**src/rtl/pipeline_hazard_ctrl_pkg.sv**
```systemverilog
// Shared types for the pipeline hazard controller: sequencer states, the
// stall/flush control bundle and the canonical NOP instruction.
package riscv_pipe_pkg;

  typedef enum logic [1:0] {
    RUN      = 2'd0,
    LU_STALL = 2'd1,
    FREEZE   = 2'd2
  } hz_state_t;

  typedef struct packed {
    logic pcStall;
    logic ifidStall;
    logic idexStall;
    logic exmemStall;
    logic ifidFlush;
    logic idexFlush;
    logic exmemFlush;
  } hz_ctrl_t;

  localparam logic [31:0] NOP_INSTR = 32'h0000_0013;

  // Canned control patterns, bit order matches hz_ctrl_t (pcStall first)
  localparam hz_ctrl_t CTRL_IDLE     = 7'b000_0000;
  localparam hz_ctrl_t CTRL_FREEZE   = 7'b111_1000;
  localparam hz_ctrl_t CTRL_REDIRECT = 7'b000_0111;
  localparam hz_ctrl_t CTRL_LOAD_USE = 7'b110_0010;

endpackage

```
**src/rtl/pipeline_hazard_ctrl_if.sv**
```systemverilog
// Hazard-controller bundle: decode/execute operand info and memory status in,
// per-stage stall/flush controls and performance counters out.
interface pipeline_hazard_ctrl_if #(
  parameter int REG_AW = 5,
  parameter int CNT_W  = 32
);
  logic [REG_AW-1:0] id_rs1_i;
  logic [REG_AW-1:0] id_rs2_i;
  logic              ex_memread_i;
  logic [REG_AW-1:0] ex_rd_i;
  logic              mem_branch_taken_i;
  logic              dmem_busy_i;
  logic              pc_stall_o;
  logic              ifid_stall_o;
  logic              idex_stall_o;
  logic              exmem_stall_o;
  logic              ifid_flush_o;
  logic              idex_flush_o;
  logic              exmem_flush_o;
  logic [CNT_W-1:0]  stall_cnt_o;
  logic [CNT_W-1:0]  flush_cnt_o;
  logic              timeout_o;

  modport master (
    output id_rs1_i, id_rs2_i, ex_memread_i, ex_rd_i, mem_branch_taken_i, dmem_busy_i,
    input  pc_stall_o, ifid_stall_o, idex_stall_o, exmem_stall_o,
           ifid_flush_o, idex_flush_o, exmem_flush_o,
           stall_cnt_o, flush_cnt_o, timeout_o
  );

  modport slave (
    input  id_rs1_i, id_rs2_i, ex_memread_i, ex_rd_i, mem_branch_taken_i, dmem_busy_i,
    output pc_stall_o, ifid_stall_o, idex_stall_o, exmem_stall_o,
           ifid_flush_o, idex_flush_o, exmem_flush_o,
           stall_cnt_o, flush_cnt_o, timeout_o
  );

endinterface

```
**src/rtl/pipeline_hazard_ctrl_sat_counter.sv**
```systemverilog
// Saturating up-counter used for the stall and flush performance counters;
// it sticks at all-ones instead of wrapping.
module sat_counter #(
  parameter int W = 32
) (
  input  logic         clk_i,
  input  logic         reset_i,
  input  logic         inc,
  output logic [W-1:0] count
);

  always_ff @(posedge clk_i or negedge reset_i) begin
    if (!reset_i) begin
      count <= '0;
    end else if (inc && (count != '1)) begin
      count <= count + 1'b1;
    end
  end

endmodule

```
**src/rtl/pipeline_hazard_ctrl.sv**
```systemverilog
// Stall/flush sequencer for the 5-stage pipeline: load-use interlock, taken
// branch redirect from MEM, and data-memory freeze with a wait-timeout flag.
module pipeline_hazard_ctrl
  import riscv_pipe_pkg::*;
#(
  parameter int REG_AW   = 5,
  parameter int CNT_W    = 32,
  parameter int MAX_WAIT = 16
) (
  input logic                   clk_i,
  input logic                   reset_i,
  pipeline_hazard_ctrl_if.slave hz
);

  localparam int                WAIT_W     = $clog2(MAX_WAIT + 1);
  localparam logic [REG_AW-1:0] REG_X0     = '0;
  localparam logic [WAIT_W-1:0] WAIT_LIMIT = WAIT_W'(MAX_WAIT);

  hz_state_t         state;
  hz_state_t         stateNext;
  hz_ctrl_t          ctrlRaw;
  hz_ctrl_t          ctrl;
  logic              loadUse;
  logic              luMasked;
  logic [WAIT_W-1:0] waitCnt;
  logic              timeout;

  assign loadUse = hz.ex_memread_i && (hz.ex_rd_i != REG_X0) &&
                   ((hz.ex_rd_i == hz.id_rs1_i) || (hz.ex_rd_i == hz.id_rs2_i));

  always_ff @(posedge clk_i or negedge reset_i) begin
    if (!reset_i) begin
      state <= RUN;
    end else begin
      state <= stateNext;
    end
  end

  // FREEZE with busy low falls through to the RUN rules; LU_STALL only masks
  // load-use because the bubble it inserted is now sitting in EX.
  always_comb begin
    ctrlRaw   = CTRL_IDLE;
    stateNext = RUN;
    luMasked  = (state == LU_STALL);
    if (hz.dmem_busy_i) begin
      ctrlRaw   = CTRL_FREEZE;
      stateNext = FREEZE;
    end else if (hz.mem_branch_taken_i) begin
      ctrlRaw   = CTRL_REDIRECT;
    end else if (loadUse && !luMasked) begin
      ctrlRaw   = CTRL_LOAD_USE;
      stateNext = LU_STALL;
    end
  end

  assign ctrl = reset_i ? ctrlRaw : CTRL_IDLE;

  always_ff @(posedge clk_i or negedge reset_i) begin
    if (!reset_i) begin
      waitCnt <= '0;
      timeout <= 1'b0;
    end else if (hz.dmem_busy_i) begin
      if (waitCnt != WAIT_LIMIT) begin
        waitCnt <= waitCnt + 1'b1;
      end else begin
        timeout <= 1'b1;
      end
    end else begin
      waitCnt <= '0;
    end
  end

  sat_counter #(.W(CNT_W)) stallCounter (
    .clk_i   (clk_i),
    .reset_i (reset_i),
    .inc     (ctrl.pcStall),
    .count   (hz.stall_cnt_o)
  );

  sat_counter #(.W(CNT_W)) flushCounter (
    .clk_i   (clk_i),
    .reset_i (reset_i),
    .inc     (ctrl.ifidFlush),
    .count   (hz.flush_cnt_o)
  );

  assign hz.pc_stall_o    = ctrl.pcStall;
  assign hz.ifid_stall_o  = ctrl.ifidStall;
  assign hz.idex_stall_o  = ctrl.idexStall;
  assign hz.exmem_stall_o = ctrl.exmemStall;
  assign hz.ifid_flush_o  = ctrl.ifidFlush;
  assign hz.idex_flush_o  = ctrl.idexFlush;
  assign hz.exmem_flush_o = ctrl.exmemFlush;
  assign hz.timeout_o     = timeout;

endmodule

```
**src/flat_wrapper.sv**
```systemverilog
// flat-port wrapper written by rule: the top's interface ports become plain ports
module pipeline_hazard_ctrl_flat import riscv_pipe_pkg::*;
#(
  parameter int REG_AW   = 5,
  parameter int CNT_W    = 32,
  parameter int MAX_WAIT = 16
)
  (clk_i, reset_i, hz_id_rs1_i, hz_id_rs2_i, hz_ex_memread_i, hz_ex_rd_i, hz_mem_branch_taken_i, hz_dmem_busy_i, hz_pc_stall_o, hz_ifid_stall_o, hz_idex_stall_o, hz_exmem_stall_o, hz_ifid_flush_o, hz_idex_flush_o, hz_exmem_flush_o, hz_stall_cnt_o, hz_flush_cnt_o, hz_timeout_o);
  pipeline_hazard_ctrl_if #(.REG_AW(REG_AW), .CNT_W(CNT_W)) hz_i ();
  input logic clk_i;
  input logic reset_i;
  input wire logic [$bits(hz_i.id_rs1_i)-1:0] hz_id_rs1_i;
  input wire logic [$bits(hz_i.id_rs2_i)-1:0] hz_id_rs2_i;
  input wire logic [$bits(hz_i.ex_memread_i)-1:0] hz_ex_memread_i;
  input wire logic [$bits(hz_i.ex_rd_i)-1:0] hz_ex_rd_i;
  input wire logic [$bits(hz_i.mem_branch_taken_i)-1:0] hz_mem_branch_taken_i;
  input wire logic [$bits(hz_i.dmem_busy_i)-1:0] hz_dmem_busy_i;
  output wire logic [$bits(hz_i.pc_stall_o)-1:0] hz_pc_stall_o;
  output wire logic [$bits(hz_i.ifid_stall_o)-1:0] hz_ifid_stall_o;
  output wire logic [$bits(hz_i.idex_stall_o)-1:0] hz_idex_stall_o;
  output wire logic [$bits(hz_i.exmem_stall_o)-1:0] hz_exmem_stall_o;
  output wire logic [$bits(hz_i.ifid_flush_o)-1:0] hz_ifid_flush_o;
  output wire logic [$bits(hz_i.idex_flush_o)-1:0] hz_idex_flush_o;
  output wire logic [$bits(hz_i.exmem_flush_o)-1:0] hz_exmem_flush_o;
  output wire logic [$bits(hz_i.stall_cnt_o)-1:0] hz_stall_cnt_o;
  output wire logic [$bits(hz_i.flush_cnt_o)-1:0] hz_flush_cnt_o;
  output wire logic [$bits(hz_i.timeout_o)-1:0] hz_timeout_o;
  assign hz_i.id_rs1_i = hz_id_rs1_i;
  assign hz_i.id_rs2_i = hz_id_rs2_i;
  assign hz_i.ex_memread_i = hz_ex_memread_i;
  assign hz_i.ex_rd_i = hz_ex_rd_i;
  assign hz_i.mem_branch_taken_i = hz_mem_branch_taken_i;
  assign hz_i.dmem_busy_i = hz_dmem_busy_i;
  assign hz_pc_stall_o = hz_i.pc_stall_o;
  assign hz_ifid_stall_o = hz_i.ifid_stall_o;
  assign hz_idex_stall_o = hz_i.idex_stall_o;
  assign hz_exmem_stall_o = hz_i.exmem_stall_o;
  assign hz_ifid_flush_o = hz_i.ifid_flush_o;
  assign hz_idex_flush_o = hz_i.idex_flush_o;
  assign hz_exmem_flush_o = hz_i.exmem_flush_o;
  assign hz_stall_cnt_o = hz_i.stall_cnt_o;
  assign hz_flush_cnt_o = hz_i.flush_cnt_o;
  assign hz_timeout_o = hz_i.timeout_o;
  pipeline_hazard_ctrl #(.REG_AW(REG_AW), .CNT_W(CNT_W), .MAX_WAIT(MAX_WAIT)) u_core (.clk_i(clk_i), .reset_i(reset_i), .hz(hz_i));
endmodule
```
**config.mk**
```make
export PLATFORM = sky130hd
export DESIGN_NAME = pipeline_hazard_ctrl_flat
export DESIGN_NICKNAME = d
export VERILOG_FILES = /design/src/rtl/pipeline_hazard_ctrl_pkg.sv /design/src/rtl/pipeline_hazard_ctrl_if.sv /design/src/rtl/pipeline_hazard_ctrl_sat_counter.sv /design/src/rtl/pipeline_hazard_ctrl.sv /design/src/flat_wrapper.sv
export SDC_FILE = /design/constraint.sdc
export NUM_CORES = 1
export LEC_CHECK = 0
export BUFFER_PORTS_ARGS = -buffer_cell sky130_fd_sc_hd__clkbuf_2
export CORE_MARGIN = 4
export CORE_UTILIZATION = 55
export CTS_BUF_LIST = sky130_fd_sc_hd__clkbuf_4
export DETAILED_ROUTE_END_ITERATION = 10
export PLACE_DENSITY = 0.82
export RECOVER_POWER = 50
export SLEW_MARGIN = 0
export SYNTH_ARGS = -nofsm -noshare
export SYNTH_HDL_FRONTEND = slang
export SYNTH_SLANG_ARGS = --single-unit
```
**constraint.sdc**
```tcl
create_clock -name clk_i -period 2.1 [get_ports clk_i]
set_input_delay 0.315 -clock clk_i [delete_from_list [all_inputs] [get_ports clk_i]]
set_output_delay 0.315 -clock clk_i [all_outputs]
set_load 0.1 [all_outputs]
```
; After elaboration in Yosys (flattened, before gate mapping)
; Index checks and enable logic that the tools add are counted.
[totals]
regBits = 72
input_bits = 20
out_inout_bits = 72
wordCells = 34
[classes]
n_addsub = 3
eq_ne = 7
n_mux = 9
bitwise = 1
n_reduce_logical = 9
[ops]
columns = op, n
row1 = "adder 32 x 1 -> 32 bit, second input constant", 2
row2 = "!= test 32 bit, second input constant", 2
row3 = two-way mux 7 bit, 4
row4 = equality test 5 bit, 2
row5 = two-way mux 5 bit, 2
row6 = "adder 5 x 1 -> 5 bit, second input constant", 1
row7 = logical AND 1 bit, 5
row8 = "!= test 5 bit, second input constant", 1
row9 = nonzero test 5 bit, 1
row10 = two-way mux 2 bit, 2
row11 = "equality test 2 x 1 -> 1 bit, second input constant", 1
row12 = "!= test 2 x 1 -> 1 bit, second input constant", 1
row13 = AND reduction 2 bit, 1
row14 = zero test 1 bit, 1
row15 = logical OR 1 bit, 1
row16 = two-way mux 1 bit, 1
row17 = NOT 1 bit, 1

; Longest topological paths before layout
; Gate-level depths: netlist (run 1).
[logic_depth]
word_depth = 9
depth_mapped = 9
depth_no_buf = 7

; Cells and area by module
; From an unflattened synthesis (run 1), not the netlist that was laid out.
[hier_totals]
cells_unflattened = 360
hier_area_um2 = 3807.4
[by_module_without_submodules]
columns = module, n_inst, cells_each, area_each_um2, seq_area_each_um2
row1 = sat_counter, 2, 151, 1624.1, 800.8
row2 = pipeline_hazard_ctrl, 1, 58, 559.3, 200.2

; Worst setup path before layout (run 1)
; OpenSTA, ideal clock, no wires.
[synth_path]
path_type = input-to-output
from = in hz_ex_rd_i[2]
to = out hz_idex_flush_o
arrival_ns = 2.940
required_time_ns = 1.785
setup_slack_ns = -1.155
stages = 6
n_path_buf = 0
path_cell_list = xor2_1 > nor3_2 > a22oi_2 > nor2_1 > nor2_1 > nor3_1
[synth_between]
elab_chain_len = 8
word_cells_on_any_way = 11
cone_classes = 2 x eq/ne / 4 x mux / 5 x reduce/logical
[synth_rtl]
columns = item, line_no
row1 = from (decl), flat_wrapper.sv:15  ; input wire logic [$bits(hz_i.ex_rd_i)-1:0] hz_ex_rd_i;
row2 = equality test 5 bit or nonzero test 5 bit (tied branches), "pipeline_hazard_ctrl.sv:29, pipeline_hazard_ctrl.sv:28"
row3 = logical OR 1 bit or logical AND 1 bit (tied branches), "pipeline_hazard_ctrl.sv:29, pipeline_hazard_ctrl.sv:28"
row4 = logical AND 1 bit *, pipeline_hazard_ctrl.sv:28  ; assign loadUse = hz.ex_memread_i && (hz.ex_rd_i != REG_X0) &&
row5 = logical AND 1 bit *, pipeline_hazard_ctrl.sv:50  ; end else if (loadUse && !luMasked) begin
row6 = two-way mux 7 bit *, pipeline_hazard_ctrl.sv:50
row7 = two-way mux 7 bit *, pipeline_hazard_ctrl.sv:48  ; end else if (hz.mem_branch_taken_i) begin
row8 = two-way mux 7 bit *, pipeline_hazard_ctrl.sv:45  ; if (hz.dmem_busy_i) begin
row9 = two-way mux 7 bit *, pipeline_hazard_ctrl.sv:56  ; assign ctrl = reset_i ? ctrlRaw : CTRL_IDLE;
row10 = to (decl), flat_wrapper.sv:23  ; output wire logic [$bits(hz_i.idex_flush_o)-1:0] hz_idex_flush_o;
; Every way passes the cells marked *; elsewhere a longest branch is shown, timed or not.

; Final worst setup path (run 1)
[layout_path]
from = reg u_core.state[0]
to = out hz_ifid_stall_o
[layout_between]
elab_chain_len = 7
[layout_rtl]
columns = item, line_no
row1 = from (decl), pipeline_hazard_ctrl.sv:19  ; hz_state_t state;
row2 = from (signal assigned), pipeline_hazard_ctrl.sv:35  ; state <= stateNext;
row3 = equality test 2 x 1 -> 1 bit, pipeline_hazard_ctrl.sv:44  ; luMasked = (state == LU_STALL);
row4 = zero test 1 bit, pipeline_hazard_ctrl.sv:50
row5 = logical AND 1 bit, pipeline_hazard_ctrl.sv:50
row6 = two-way mux 7 bit, pipeline_hazard_ctrl.sv:50
row7 = two-way mux 7 bit, pipeline_hazard_ctrl.sv:48
row8 = two-way mux 7 bit, pipeline_hazard_ctrl.sv:45
row9 = two-way mux 7 bit, pipeline_hazard_ctrl.sv:56
row10 = to (decl), flat_wrapper.sv:19  ; output wire logic [$bits(hz_i.ifid_stall_o)-1:0] hz_ifid_stall_o;
; No other way between the ends.

==> reports/qor.yml, run 1 <==
run_status:
  status: "complete, no violations"
drt:
  ant_nets: 0
  drc: 0
  top_layer: "met4"
  vias: 3129
  drtIter0Drc: 147
  drt-vias-per-instance: 5.71
  routedWlPerCell_um: 16.6
  first_pass_iters: 4
  wl_met3_um: 435
  met2RoutedLength_um: 4700
  drt_wl_total_um: 9080
  met1_length_um: 3780
pwr:
  peakVddDrop_uv: 1320
  p_leak_nw: 2.16
  powerDensity_nw_per_um2: 831
global_routing:
  grt_remaining_overflow: 0
  grt_pass1_vias: 3146
  grt_pass1_wl_um: 15300
  grt_use_total_pct: 22.6
  grt_max_degree: 43
  antenna_found_initial: 0
worst_setup_path:
  cp_common_cell: "buf_12"
  required_ps: 1780
  path_class: "flop to primary output"
  crit_path_max_fanout: 8
  critPathLaunchType: "flop"
  slowest_delay_ps: 380
  critPathSlowestCell: "dfrtp_1"
  end_kind: "primary output"
  path_cells: "inv_1 > o221ai_4 > o41ai_4 > buf_12 > buf_12"
  cp.arrival_ps: 1740
placement:
  dp_hpwl_um: 6660
  io_buffers: 91
  placedCellCount: 524
  gp_congestion: 0.845
  placed_area_um2: 4670
sta:
  slew_headroom_pct: 30.6
  setup_viol: 0
  hold_viol: 0
  drv_slew: 0
  rsz0062_at_grt: "yes"
  fin_skew_ps: 13.4
  finalCriticalPeriod_ps: 2060
  fmax_ghz: 0.486
  fin_crit_sh_pct: 97.9
  worst_pin_slew_ps: 1040
clock_tree:
  cts_tree: "done"
  clock_sinks: 72
  clk_pin_slew_ps: 110
  cts_root_buf: "clkbuf_4"
  clk_latency_ps: 420
  htreeDepth: 3
  clock_path_buffers: 2
  cts_buffers: 9
floorplanning:
  die_h_um: 90.9
  placement_rows: 29
  start_util_pct: 58.2
  pin_count: 92
  core_area_um2: 6490
  fp.dieW_um: 90.9
  fp.dieArea_um2: 8260
logic_synthesis:
  synth_area_leader_cell: "dfrtp_1"
  synth_cell_types: 45
  synth-seq-cells: 72
  synthesis.area_um2: 3780
  seq_area_frac_synth_pct: 47.7
  yosys.area.top_type_share_pct: 47.7
  synth_edf_count: 0
  postSynthCellCount: 350
  ys_top_cells_by_area: "dfrtp_1, xnor2_1, nand4_1"
  synth_nets: 374
  synthFlopType: "dfrtp_1"
  async_flop_share_pct: 100
  syn_area_per_cell_um2: 10.8
  yosysWarnings: 0
final_layout:
  num_antenna_cells: 0
  synthToLayoutAreaGrowth_pct: 28.6
  final_common_cell: "clkbuf_2"
  nets: 490
  fin_area_um2: 4860
  stdcell_count: 548
  final_cell_mix: "clkbuf_2, xnor2_1, dfrtp_2"
  drive_gt1_share_pct: 45.4
run:
  drv_cap: 0
worst_hold_path:
  worstHoldPathType: "primary input to flop"
==> registers in the layout, summed over array words and instances, names as in the netlist <==
signal / cells
u_core.flushCounter.count: 32
u_core.hz.timeout_o: 1
u_core.stallCounter.count: 32
u_core.state: 2
u_core.waitCnt: 5
==> through the flow <==
step           power (mW)  utilization (%)  setup TNS [ps]  worst slack [ps]  hold slack (ps)
6_report             4.04             74.8               0              43.1              149
5_1_grt              4.21             74.8           -72.6             -36.8              141
4_1_cts              4.06             74.6               0              14.3             34.4
3_5_place_dp         3.09             71.9           -75.4             -51.7              165
3_3_place_gp         3.06             71.9               0              39.5              161
2_1_floorplan        2.77                -           -29.2             -14.1             19.4
==> cell families after synthesis <==
| logic type | synth area share [%] |
|---|---|
| buf+inv | 3.05 |
| flops | 47.7 |
| compound gates | 2.12 |
| simple gates | 27.5 |
| xor+xnor | 17.2 |
| mux | 1.16 |
| fa+ha+maj | 1.32 |
==> cell usage after synthesis, types with 2 or more instances <==
library cell and count:
nand4_1 26, and4_4 2, nand3_1 26, clkbuf_1 4, buf_2 2, buf_6 3
nor2_1 10, nand2_1 33, nor4_1 2, nor4b_1 3, buf_4 4, nor3_2 5
and2_1 10, and4_1 7, nor3_1 10, ha_1 4, inv_1 7, dfrtp_1 72
xnor2_1 59, and3_1 19, xor2_1 15, mux2_1 3, nor2b_1 2
==> critical path: cells and delay by family, from the launching register on <==
kind                   cells  cell delay (ps)
buffers and inverters      3              440
DFF                        1              380
AOI/OAI and AO/OA          2              510
==> what timing repair did <==
| item | in CTS | in global routing |
|---|---|---|
| buffers inserted | 0 | 6 |
| endpoints found under the setup margin | 2 | 5 |
| pin swaps | 0 | 1 |
| hold endpoints to repair | 4 | 0 |
| hold buffers | 2 | 0 |
| resized for setup | 1 | 5 |
==> area by class of cell <==
type                       count  area (µm²)
clock buffer                   9        67.6
tap                           77        96.3
clock inverter                 7        86.3
multi-input combinational    258        1920
inverter                       7        27.5
timing repair buffer         118         724
sequential                    72        1940
fill                         454        1640
==> path summary, 6_finish.rpt <==
check                      slack, ps                         start                            end  cells after the start
max                               40               u_core.state[0]                hz_ifid_stall_o                      5
min                              150         hz_mem_branch_taken_i                u_core.state[0]                      2
max reg2reg                      130  u_core.flushCounter.count[6]  u_core.flushCounter.count[29]                      6
min reg2reg                      470           u_core.hz.timeout_o            u_core.hz.timeout_o                      1
max in group asynchronous        880                       reset_i   u_core.stallCounter.count[4]                      3
min in group asynchronous        330                       reset_i  u_core.flushCounter.count[26]                      2
==> layer usage <==
| layer | up-vias | track usage (%) |
|---|---|---|
| met5 | - | 0 |
| met4 | 0 | 9.67 |
| met3 | 21 | 4.00 |
| met2 | 99 | 37.7 |
| met1 | 1546 | 28.9 |
| li1 | 1463 | - |
==> report_power, final <==
group          total, mW  internal [mW]  switching [mW]  leakage [nW]
clock              0.975          0.473           0.502        0.0831
sequential          1.69           1.55           0.147         0.882
combinational       1.37          0.273            1.10          1.19
total               4.04           2.29            1.75          2.16
Note: power is estimated with default switching activity, not from simulation.
==> inputs of run 2 (changes only) <==
Settings changed: PLACE_DENSITY 0.82 to 0.93, TNS_END_PERCENT set to 30.
==> run 2 against run 1 <==
Register-to-register slack about the same. Combinational power is essentially flat. Highest routed layer unchanged. Wire length is 5.4% lower. Flip-flop and latch count unchanged. Sequential power about the same. Clock skew shrank 4.6 ps. Worst setup slack worse by 20 ps. Critical path depth rose by 2.
==> reports/qor.yml, run 2 (same netlist as run 1, synthesis figures left out) <==
global_routing:
  antenna_found_initial: 0  # unchanged
  grt_use_total_pct: 21.3  # was 22.6%
  grt_max_degree: 73  # was 43
  grt_pass1_vias: 3025  # was 3146
  grt_pass1_wl_um: 14300  # was 15300 µm
  grt_remaining_overflow: 0  # unchanged
final_layout:
  final_common_cell: "clkbuf_2"  # unchanged
  num_antenna_cells: 0  # unchanged
  drive_gt1_share_pct: 42.1  # was 45.4%
  final_cell_mix: "clkbuf_2, xnor2_1, dfrtp_2"  # unchanged
  nets: 483  # was 490
  stdcell_count: 540  # was 548
  utilization_pct: 72.1  # was 74.8%
  reg_top3: "u_core.flushCounter.count x32, u_core.stallCounter.count x32, u_core.waitCnt x5"  # unchanged
  synthToLayoutAreaGrowth_pct: 23.9  # was 28.6%
pwr:
  peakVddDrop_uv: 1020  # was 1320 µV
  powerDensity_nw_per_um2: 798  # was 831 nW/µm²
  p_leak_nw: 2.12  # was 2.16 nW
  finalPower_mw: 3.74  # was 4.04 mW
sta:
  fin_setup_tns_ps: 0  # unchanged
  setup_ws_ps: 23.1  # was 43.1 ps
  worst_pin_slew_ps: 869  # was 1040 ps
  hold_viol: 0  # unchanged
  slew_headroom_pct: 42.1  # was 30.6%
  fmax_ghz: 0.481  # was 0.486 GHz
  fin_crit_sh_pct: 98.9  # was 97.9%
  setup_viol: 0  # unchanged
  finalCriticalPeriod_ps: 2080  # was 2060 ps
  fin_skew_ps: 8.80  # was 13.4 ps
  drv_slew: 0  # unchanged
floorplanning:
  placement_rows: 29  # unchanged
  start_util_pct: 58.2  # unchanged
  die_h_um: 90.9  # unchanged
  fp.dieW_um: 90.9  # unchanged
  pin_count: 92  # unchanged
  core_area_um2: 6490  # unchanged
  fp.dieArea_um2: 8260  # unchanged
worst_setup_path:
  critPathLaunchType: "primary input"  # was flop
  timing.rr.start: "u_core.stallCounter.count[2]"  # was u_core.flushCounter.count[6]
  cp.arrival_ps: 1760  # was 1740 ps
  worst_r2r_endpoint: "u_core.stallCounter.count[30]"  # was u_core.flushCounter.count[29]
  rrSetupSlack_ps: 140  # was 130 ps
  r2r_cells: 6  # unchanged
  end_kind: "primary output"  # unchanged
  crit_path_max_fanout: 3  # was 8
  required_ps: 1780  # about the same
  path_class: "primary input to primary output"  # was flop to primary output
placement:
  io_buffers: 91  # unchanged
  gp_congestion: 0.838  # was 0.845
  placedCellCount: 522  # was 524
  pre_cts_ws_ps: -383  # was -51.7 ps
  dp_hpwl_um: 6360  # was 6660 µm
clock_tree:
  cts_buffers: 9  # unchanged
  htreeDepth: 3  # unchanged
  clk_pin_slew_ps: 100  # was 110 ps
  clock_sinks: 72  # unchanged
  cts_tree: "done"  # unchanged
  cts_root_buf: "clkbuf_4"  # unchanged
  postCtsHoldBufs: 0  # was 2
  clock_path_buffers: 2  # unchanged
  clk_latency_ps: 410  # was 420 ps
drt:
  routedWlPerCell_um: 15.9  # was 16.6 µm
  first_pass_iters: 4  # unchanged
  drtIter0Drc: 116  # was 147
  ant_nets: 0  # unchanged
  drt_wl_total_um: 8580  # was 9080 µm
  drc: 0  # unchanged
  vias: 3074  # was 3129
  drt-vias-per-instance: 5.69  # was 5.71
run:
  drv_cap: 0  # unchanged
worst_hold_path:
  worstHoldPathType: "primary input to flop"  # unchanged
  hp-start: "hz_mem_branch_taken_i"  # unchanged
  hold_depth: 2  # unchanged
  holdPathEnd: "u_core.state[0]"  # unchanged
run_status:
  status: "complete, no violations"  # unchanged
==> run 2: report_power, final <==
group	leakage (nW)	internal, mW	switching [mW]	total [mW]
registers	0.904	1.53	0.160	1.69
logic	1.16	0.270	1.10	1.37
clock network	0.0602	0.221	0.460	0.681
==> run 2: how the worst max path moves through the flow <==
stage | slack, ps | depth (start not counted) | startpoint | end
floorplan | -280 | 7 | u_core.flushCounter.count[31] | u_core.flushCounter.count[14]
global placement | -240 | 7 | hz_ex_rd_i[2] | u_core.stallCounter.count[28]
detailed placement | -380 | 8 | hz_ex_rd_i[2] | u_core.stallCounter.count[31]
CTS | 20 | 7 | hz_ex_rd_i[0] | hz_idex_flush_o
global route | -30 | 7 | hz_ex_rd_i[0] | hz_idex_flush_o
finish | 20 | 7 | hz_ex_rd_i[0] | hz_idex_flush_o
==> run 2: cell type report <==
type	instances	area, µm²
tap	77	96.3
sequential	72	1880
multi-input combinational	258	1900
fill	444	1810
inverter	7	30.0
clock buffer	9	67.6
timing repair buffer	111	679
clock inverter	6	27.5
==> run 2: routing by layer <==
metal / GRT usage, % / part of all wire (%) / vias to the layer above
met3: 4.58 / 5.8 / 16
met4: 8.29 / 1.5 / 0
li1: - / - / 1455
met1: 27.2 / 42 / 1488
met5: 0 / 0 / -
met2: 35.5 / 51 / 115
==> run 2: through the flow <==
| stage | hold slack [ps] | instance area, µm² |
|---|---|---|
| after floorplan | 19.4 | 3890 |
| after global placement | 446 | 4580 |
| after detailed placement | 449 | 4580 |
| after CTS | 140 | 4700 |
| after global routing | 158 | 4680 |
| final | 167 | 4680 |
==> run 2: what timing repair did <==
action,in CTS,in global routing
setup buffers,3,0
pin swaps,1,2
gates resized for setup,0,3
endpoints found under the hold margin,0,0
setup endpoints to repair,2,4
==> run 2: critical path, cell delays in order <==
cell and delay, ps:
clkbuf_2 110, or4_1 580, o221ai_4 220, nor2_1 70, nor2_1 210, nor3_4 70
buf_12 170
==> inputs of run 3 (changes only) <==
Settings changed: GPL_TIMING_DRIVEN set to 0.
==> run 3 against run 2 <==
The flow now finishes with violations (negative setup slack). Non-clock buffer count up 6. Hold slack barely moved. Worst setup slack worse by 45 ps. Die area is the same. Core utilization increased by 1.7 points. Critical endpoint is now hz_pc_stall_o. Highest routed layer unchanged.
==> reports/qor.yml, run 3 (same netlist as run 1, synthesis figures left out) <==
run_status:
  status: "finished with violations"  # was complete, no violations
  violations: "negative setup slack"
drt:
  routedWlPerCell_um: 16.1  # was 15.9 µm
  vias: 3081  # was 3074
  drtIter0Drc: 106  # was 116
  ant_nets: 0  # unchanged
  drc: 0  # unchanged
  drt_wl_total_um: 8810  # was 8580 µm
  drt-vias-per-instance: 5.63  # was 5.69
  first_pass_iters: 4  # unchanged
global_routing:
  grt_remaining_overflow: 0  # unchanged
  grt_pass1_wl_um: 14700  # was 14300 µm
  grt_use_total_pct: 22.0  # was 21.3%
  antenna_found_initial: 0  # unchanged
  grt_max_degree: 30  # was 73
  grt_pass1_vias: 3054  # was 3025
worst_setup_path:
  r2r_cells: 8  # was 6
  worst_r2r_endpoint: "u_core.stallCounter.count[14]"  # was u_core.stallCounter.count[30]
  end_kind: "primary output"  # unchanged
  slowest_delay_ps: 580  # about the same
  critPathLaunchType: "primary input"  # unchanged
  cp.arrival_ps: 1810  # was 1760 ps
  crit_path_max_fanout: 3  # unchanged
  cp_common_cell: "buf_6"  # was nor2_1
  path_class: "primary input to primary output"  # unchanged
  critPathSlowestCell: "or4_1"  # unchanged
  cp_top_family: "simple AND/OR/NAND/NOR gates"  # unchanged
  timing.rr.start: "u_core.stallCounter.count[0]"  # was u_core.stallCounter.count[2]
  path_cells: "buf_4 > or4_1 > o221ai_4 > o41ai_4 > buf_6 > buf_6 > clkbuf_16"  # was clkbuf_2 > or4_1 > o221ai_4 > nor2_1 > nor2_1 > nor3_4 > buf_12
  rrSetupSlack_ps: 80  # was 140 ps
  required_ps: 1780  # about the same
  path_buf_inv: 4  # was 2
final_layout:
  drive_gt1_share_pct: 42.3  # was 42.1%
  final_common_cell: "clkbuf_2"  # unchanged
  synthToLayoutAreaGrowth_pct: 26.8  # was 23.9%
  final_cell_mix: "clkbuf_2, xnor2_1, dfrtp_2"  # unchanged
  reg_top3: "u_core.flushCounter.count x32, u_core.stallCounter.count x32, u_core.waitCnt x5"  # unchanged
  register_area_um2: 1880  # unchanged
  num_antenna_cells: 0  # unchanged
  multi_input_area_um2: 1910  # was 1900 µm²
  nets: 489  # was 483
  fillCellCount: 432  # was 444
  utilization_pct: 73.8  # was 72.1%
worst_hold_path:
  holdPathEnd: "u_core.state[0]"  # unchanged
  worstHoldPathType: "primary input to flop"  # unchanged
  hold_depth: 2  # unchanged
  hp-start: "hz_mem_branch_taken_i"  # unchanged
sta:
  worst_pin_slew_ps: 1300  # was 869 ps
  fmax_ghz: 0.471  # was 0.481 GHz
  slew_headroom_pct: 13.4  # was 42.1%
  hold_viol: 0  # unchanged
  rsz0062_at_grt: "yes"
  fin_skew_ps: 11.9  # was 8.80 ps
  fin_crit_sh_pct: 101  # was 98.9%
  drv_slew: 0  # unchanged
  setup_viol: 2  # was 0
  finalCriticalPeriod_ps: 2120  # was 2080 ps
  setup_ws_ps: -21.6  # was 23.1 ps
  fin_setup_tns_ps: -25.2  # was 0 ps
pwr:
  powerDensity_nw_per_um2: 789  # was 798 nW/µm²
  peakVddDrop_uv: 1130  # was 1020 µV
  p_leak_nw: 2.19  # was 2.12 nW
  finalPower_mw: 3.78  # was 3.74 mW
clock_tree:
  clk_pin_slew_ps: 110  # was 100 ps
  cts_buffers: 9  # unchanged
  htreeDepth: 3  # unchanged
  cts_tree: "done"  # unchanged
  clk_latency_ps: 400  # was 410 ps
  clock_sinks: 72  # unchanged
  cts_root_buf: "clkbuf_4"  # unchanged
  clock_path_buffers: 2  # unchanged
floorplanning:
  die_h_um: 90.9  # unchanged
  fp.dieArea_um2: 8260  # unchanged
  placement_rows: 29  # unchanged
  pin_count: 92  # unchanged
  core_area_um2: 6490  # unchanged
  fp.dieW_um: 90.9  # unchanged
  start_util_pct: 58.2  # unchanged
placement:
  dp_hpwl_um: 6290  # was 6360 µm
  gp_congestion: 0.890  # was 0.838
  io_buffers: 91  # unchanged
  pre_cts_ws_ps: -869  # was -383 ps
run:
  drv_cap: 0  # unchanged
==> run 3: cell types whose count changed in the layout (fill, tap and decap cells not counted), moves of 2 or more <==
cell,before,now
buf_2,0,3
buf_12,5,1
clkbuf_4,9,12
dlygate4sd3_1,0,3
buf_4,18,9
buf_16,0,2
buf_6,1,5
clkbuf_16,0,2
==> run 3: timing repair <==
item	CTS	global route
pin swaps	2	5
setup endpoints to repair	11	26
gates resized for setup	17	7
hold buffers	4	0
endpoints found under the hold margin	50	0
cloned	1	0
buffers inserted	4	3
==> run 3: cell type report <==
cell class	instances	area share [%]
Buffer	13	2.09
Inverter	7	0.627
Tap cell	77	2.01
Clock inverter	5	0.496
Sequential cell	72	39.2
Timing Repair Buffer	104	14.0
Multi-Input combinational cell	258	39.9
Clock buffer	11	1.72
==> run 3: power by group <==
| group | leakage [nW] | internal (mW) | switching (mW) |
|---|---|---|---|
| logic | 1.22 | 0.269 | 1.10 |
| registers | 0.904 | 1.53 | 0.149 |
| clock network | 0.0678 | 0.259 | 0.470 |
==> run 3: how the worst max path moves through the flow <==
stage / from / depth (start not counted) / end
6_report: hz_ex_rd_i[0] / 7 / hz_pc_stall_o
5_1_grt: u_core.state[0] / 6 / hz_pc_stall_o
4_1_cts: u_core.state[0] / 6 / hz_pc_stall_o
3_5_place_dp: reset_i / 7 / hz_pc_stall_o
3_3_place_gp: reset_i / 6 / hz_pc_stall_o
2_1_floorplan: u_core.flushCounter.count[31] / 7 / u_core.flushCounter.count[14]
==> run 3: stage by stage <==
stage               hold WS, ps  instance area, µm²  instances
floorplan                  19.4                3890        350
global placement            440                4440        518
detailed placement          299                4460        519
CTS                         124                4770        544
global route                157                4790        547
finish                      168                4790        547
==> run 3: layer usage <==
metal | share of wire [%] | GRT usage, %
met4 | 0.84 | 8.67
met1 | 42 | 27.3
met5 | 0 | 0
met2 | 52 | 37.7
met3 | 5.5 | 4.58
